[src/rtl/branch_predict_front.sv]
// ---------------------------------------------------------------------------
// branch_predict_front
//
// Fetch-side branch prediction front end. It holds a 32-entry direct-mapped
// BTB and a 5-bit global history register (BHR). It drives the index of an
// external PHT and combines that PHT's direction with the BTB lookup to form
// the next fetch PC.
//
// Ports
//   clk, reset        rising-edge clock, synchronous active-high reset
//   fetch_en          IF stage advancing this cycle
//   pc                fetch PC
//   pht_taken         direction read from the external PHT at pht_idx
//   pht_idx           PHT index (EX update index has priority over fetch)
//   pht_update        PHT counter update strobe (resolving cond. branch)
//   pht_real_taken    resolved direction for the PHT update
//   pred_taken        fetch predicts a redirect
//   pred_next_pc      predicted next fetch PC
//   pred_hist         BHR snapshot used by this fetch (pre-update value)
//   ex_*              resolution information from the EX stage
// ---------------------------------------------------------------------------
module branch_predict_front (
  input  logic        clk,
  input  logic        reset,
  input  logic        fetch_en,
  input  logic [31:0] pc,
  input  logic        pht_taken,
  output logic [4:0]  pht_idx,
  output logic        pht_update,
  output logic        pht_real_taken,
  output logic        pred_taken,
  output logic [31:0] pred_next_pc,
  output logic [4:0]  pred_hist,
  input  logic        ex_valid,
  input  logic        ex_is_branch,
  input  logic        ex_is_jump,
  input  logic [31:0] ex_pc,
  input  logic        ex_taken,
  input  logic [31:0] ex_target,
  input  logic [4:0]  ex_hist,
  input  logic        ex_mispredict
);

  // BTB storage. Only the valid bits are control state; tag, target and
  // is_cond are data and are never reset.
  logic [31:0] btb_valid;
  logic [24:0] btb_tag    [32];
  logic [31:0] btb_target [32];
  logic        btb_cond   [32];

  logic [4:0]  bhr;

  logic [4:0]  fetch_idx;
  logic [4:0]  ex_idx;
  logic        hit;
  logic        hit_cond;
  logic        btb_we;
  logic        ex_repair;

  assign fetch_idx = pc[6:2];
  assign ex_idx    = ex_pc[6:2];

  assign hit      = btb_valid[fetch_idx] && (btb_tag[fetch_idx] == pc[31:7]);
  assign hit_cond = btb_cond[fetch_idx];

  assign pht_update     = ex_valid && ex_is_branch;
  assign pht_real_taken = ex_taken;

  // A jump (including the branch+jump encoding) or a taken conditional
  // branch allocates; not-taken branches leave the BTB alone.
  assign btb_we    = ex_valid && (ex_is_jump || (ex_is_branch && ex_taken));
  assign ex_repair = ex_valid && ex_mispredict;

  always_comb begin
    pht_idx = pht_update ? (ex_idx ^ ex_hist) : (fetch_idx ^ bhr);

    // The single PHT port is taken by the EX update, so a conditional hit
    // has no direction to use this cycle and falls through.
    pred_taken = 1'b0;
    if (hit) begin
      if (!hit_cond)       pred_taken = 1'b1;
      else if (!pht_update) pred_taken = pht_taken;
      else                 pred_taken = 1'b0;
    end

    pred_next_pc = pred_taken ? btb_target[fetch_idx] : (pc + 32'd4);
    pred_hist    = bhr;
  end

  // Control state: valid bits and history. Mispredict repair wins over the
  // speculative fetch shift.
  always_ff @(posedge clk) begin
    if (reset) begin
      btb_valid <= '0;
      bhr       <= '0;
    end else begin
      if (btb_we) btb_valid[ex_idx] <= 1'b1;

      if (ex_repair) begin
        if (ex_is_branch) bhr <= {ex_hist[3:0], ex_taken};
        else              bhr <= ex_hist;
      end else if (fetch_en && hit && hit_cond) begin
        bhr <= {bhr[3:0], pred_taken};
      end
    end
  end

  // BTB data arrays. The branch+jump encoding is stored as a jump.
  always_ff @(posedge clk) begin
    if (btb_we) begin
      btb_tag[ex_idx]    <= ex_pc[31:7];
      btb_target[ex_idx] <= ex_target;
      btb_cond[ex_idx]   <= ex_is_branch && !ex_is_jump;
    end
  end

endmodule

[config.mk]
export PLATFORM = sky130hd
export DESIGN_NAME = branch_predict_front
export DESIGN_NICKNAME = d
export VERILOG_FILES = /design/src/rtl/branch_predict_front.sv
export SDC_FILE = /design/constraint.sdc
export NUM_CORES = 2
export LEC_CHECK = 0
export ABC_AREA = 0
export CAP_MARGIN = 20
export CORE_MARGIN = 10
export CORE_UTILIZATION = 35
export DETAILED_ROUTE_END_ITERATION = 16
export GPL_TIMING_DRIVEN = 1
export PLACE_DENSITY = 0.52
export SLEW_MARGIN = 20
export SYNTH_ARGS = -nofsm -noshare
export SYNTH_HDL_FRONTEND = slang
export SYNTH_SLANG_ARGS = --single-unit
[constraint.sdc]
create_clock -name clk -period 6.1 [get_ports clk]
set_input_delay 1.22 -clock clk [delete_from_list [all_inputs] [get_ports clk]]
set_output_delay 1.22 -clock clk [all_outputs]
set_load 0.05 [all_outputs]
==> out/qor.csv <==
stage,metric,value,unit
clock_network,clk buf depth,3,
floorplan,core area,209000,um2
timing,RSZ-0062 raised after global routing,true,
final_layout,final net count,3917,
synth,Synth warnings,0,
routing,drt first pass iters,5,
floorplan,die height,479,um
synth,sequential share of the synthesized area,76.7,%
flow_run,Max-Cap Viols,0,
routing,DR vias/cell,5.41,
synth,register bit total from synthesis,1893,
routing,final WL,216,mm
synth,top-area cell type share of the netlist area,75.7,%
worst_setup_path,Worst EP arrival,4.94,ns
synth,synth cell count leaders,"1,856 x edfxtp_1, 490 x mux4_2, 157 x mux2i_1",
final_layout,Final Instance Area,89300,um2
timing,Slew @ Worst Pin,1.05,ns
power_and_ir_drop,Lkg Pwr,0.0283,uW
synth,Post-Synthesis Cells,3260,
routing,vias,36600,
grt,global-route wire length before repair,301,mm
clock_network,CTS H-tree depth,4,
final_layout,final core utilization,42.7,%
routing,Final ANT Viol Nets,0,
worst_setup_path,CP Launch Type,input port,
timing,Final WS setup,-0.0558,ns
placed_design,placed instance area,81800,um2
floorplan,IO Pins,155,
synth,top post-synthesis cells by area,"edfxtp_1 76%, mux4_2 15%, mux2i_1 2.1%",
floorplan,die area,229000,um2
synth,syn nets,3371,
grt,initial antenna violation count,22,
clock_network,Clock Sinks,1893,
synth,most common cell in the synthesized netlist,edfxtp_1,
final_layout,layout cell share with drive strength beyond 1,34.3,%
placed_design,post-place setup slack,-0.651,ns
power_and_ir_drop,Power Density,310,nW/um2
worst_setup_path,max incr delay on CP,0.49,ns
synth,number of synthesized flops with an enable pin,1856,
synth,main flop type after synthesis,edfxtp_1,
placed_design,quantity of I/O buffers inserted on ports,152,
min_path,Hold Path Class,flop to flop,
worst_setup_path,"Req. time, crit path",4.88,ns
worst_setup_path,"Top cell by count, worst path",buf_12,
synth,count of different cell masters after synthesis,69,
timing,Peak Freq,162,MHz
final_layout,final cell count without fillers,6771,
placed_design,placed insts,6366,
final_layout,area grow syn2layout,21.3,%
synth,fraction of registers with async set/reset,0,%
timing,Tmin final,6.16,ns
floorplan,chip width,479,um
placed_design,Final HPWL DP,118,mm
clock_network,CTS buffer count,197,
run_status,status,"finished, violations left",
routing,violation count after the first detailed-route iteration,3686,
timing,final hold vios,0,
routing,Wirelength per Cell,32.0,um
worst_setup_path,Crit Path Class,input port to output pin,
synth,syn avg cell area,22.6,um2
worst_setup_path,CP Capture Type,output pin,
clock_network,"Clk pin slew, worst setup/hold paths",0.06,ns
grt,largest net degree at the start of global routing,118,
synth,Mapped Area,73600,um2
clock_network,CTS tree,built,
worst_setup_path,"Cell Chain, Critical Path",buf_8 > buf_8 > buf_12 > buf_12 > buf_12 > mux4_2 > mux4_2 > nand2_1 > nand2_1 > and3_2 > nand4_4 > nor4_4 > buf_6 > buf_12 > buf_8 > mux2i_4 > a32oi_4 > buf_12,
floorplan,Initial Utilization,35.2,%
grt,vias in the first global route,37900,
grt,GRT Util Overall,18.5,%
power_and_ir_drop,Peak VDD IR,0.290,mV
worst_setup_path,CP max-delay cell,mux4_2,
worst_setup_path,"CP delay by family, top",buffers and inverters,
run_status,failing checks,negative setup slack,
timing,Setup TNS Final,-0.392,ns
clock_network,CTS root buf,clkbuf_16,
floorplan,floorplan row count,168,
clock_network,"Clk Latency, worst-skew pair",0.83,ns
timing,Max Slew Vio Count,0,
grt,gr ovfl total,0,
placed_design,Placer Congestion,0.768,
worst_setup_path,Critical Path Fanout Max,11,
timing,relative slew slack,30.1,%
routing,DRC Markers,0,
timing,Final setup viols,15,
timing,Layout Skew,0.0333,ns
synth,dominant cell type by area after synthesis,edfxtp_1,
clock_network,hold_buf cts,0,
timing,final worst-path cycle share,101,%
worst_setup_path,CP bufs+invs,9,
[cell families (layout without fill, tap and decap cells)]
group	after synthesis	after routing	share of synthesized area, %
AO/OA/AOI/OAI	200	200	2.17
XOR/XNOR	41	41	0.488
adder cells (fa/ha/maj)	1	1	0.0170
buffers and inverters	180	883	1.35
flip-flops	1893	1893	76.7
multiplexers	661	661	17.3
other	0	3	0
AND/OR/NAND/NOR	284	284	1.95
[routing by layer]
layer | vias up | GRT usage, % | part of all wire (%)
met5 | - | 0 | 0.058
met4 | 20 | 5.54 | 3.2
met3 | 328 | 3.08 | 5.0
met2 | 1075 | 31.9 | 51
met1 | 20200 | 23.9 | 41
li1 | 15000 | - | -
[flip-flops by register name, summed over array words and instances (netlist names)]
name	flops
btb_valid	32
btb_cond	32
btb_target	1024
pred_hist	5
btb_tag	800
[cell usage in the layout, fill, tap and decap left out, types with 13 or more instances in the layout]
cell type	Yosys	layout
edfxtp_1	1856	1856
mux4_2	490	490
buf_4	12	270
clkbuf_16	0	199
mux2i_1	157	138
clkdlybuf4s50_1	0	103
buf_12	0	91
nor2_1	108	65
clkbuf_1	74	49
nand2_1	47	46
clkinv_1	2	42
clkinv_2	0	39
dfxtp_1	37	37
nor2_4	0	35
a22o_1	31	29
o221ai_1	28	24
xor2_1	22	21
xnor2_1	19	19
nor3_1	26	18
mux2i_4	0	18
o22ai_1	22	17
buf_6	31	17
nand3_1	15	14
a211oi_2	4	14
o21ai_0	17	13
[path summary, 6_finish.rpt]
check / cells past startpoint / slack (ns) / from / endpoint
setup / recovery: 18 / -0.06 / pc[4] / pred_next_pc[7]
hold / removal: 2 / 0.47 / btb_valid[19] / btb_valid[19]
setup reg to reg: 14 / 2.17 / btb_tag[7][17] / pred_hist[4]
hold reg to reg: 2 / 0.47 / btb_valid[19] / btb_valid[19]
[area by class of cell]
| class | instances | area [um2] |
|---|---|---|
| fillers | 18200 | 120000 |
| flip-flops and latches | 1893 | 56500 |
| multi-input cells | 1187 | 17400 |
| repair buffers | 521 | 5770 |
| clock buffers | 246 | 5110 |
| well taps | 2805 | 3510 |
| clock inverters | 110 | 988 |
| inverters | 6 | 30.0 |
| diodes | 3 | 7.51 |
[report_power, final]
| part | internal (uW) | switching (uW) |
|---|---|---|
| clock network | 6360 | 5080 |
| logic | 813 | 1040 |
| registers | 14400 | 24.8 |
[worst min-delay path, cell delays in order, from the launching register on]
cell	delay, ns
dfxtp_1	0.32
nor2_1	0.05
nor2_1	0.07
[repair_timing]
| item | 4_1_cts | 5_1_grt |
|---|---|---|
| pin swaps | 23 | 27 |
| endpoints found under the setup margin | 33 | 32 |
| gates resized for setup | 123 | 58 |
| gates cloned | 7 | 2 |
| buffers inserted | 17 | 20 |
[per-stage QoR]
step	power [uW]	hold slack (ns)
2_1_floorplan	15600	0.435
4_1_cts	28000	0.474
3_5_place_dp	16500	0.453
3_3_place_gp	16400	0.448
6_report	27700	0.473
5_1_grt	28600	0.482
Note: power is estimated with default switching activity, not from simulation.
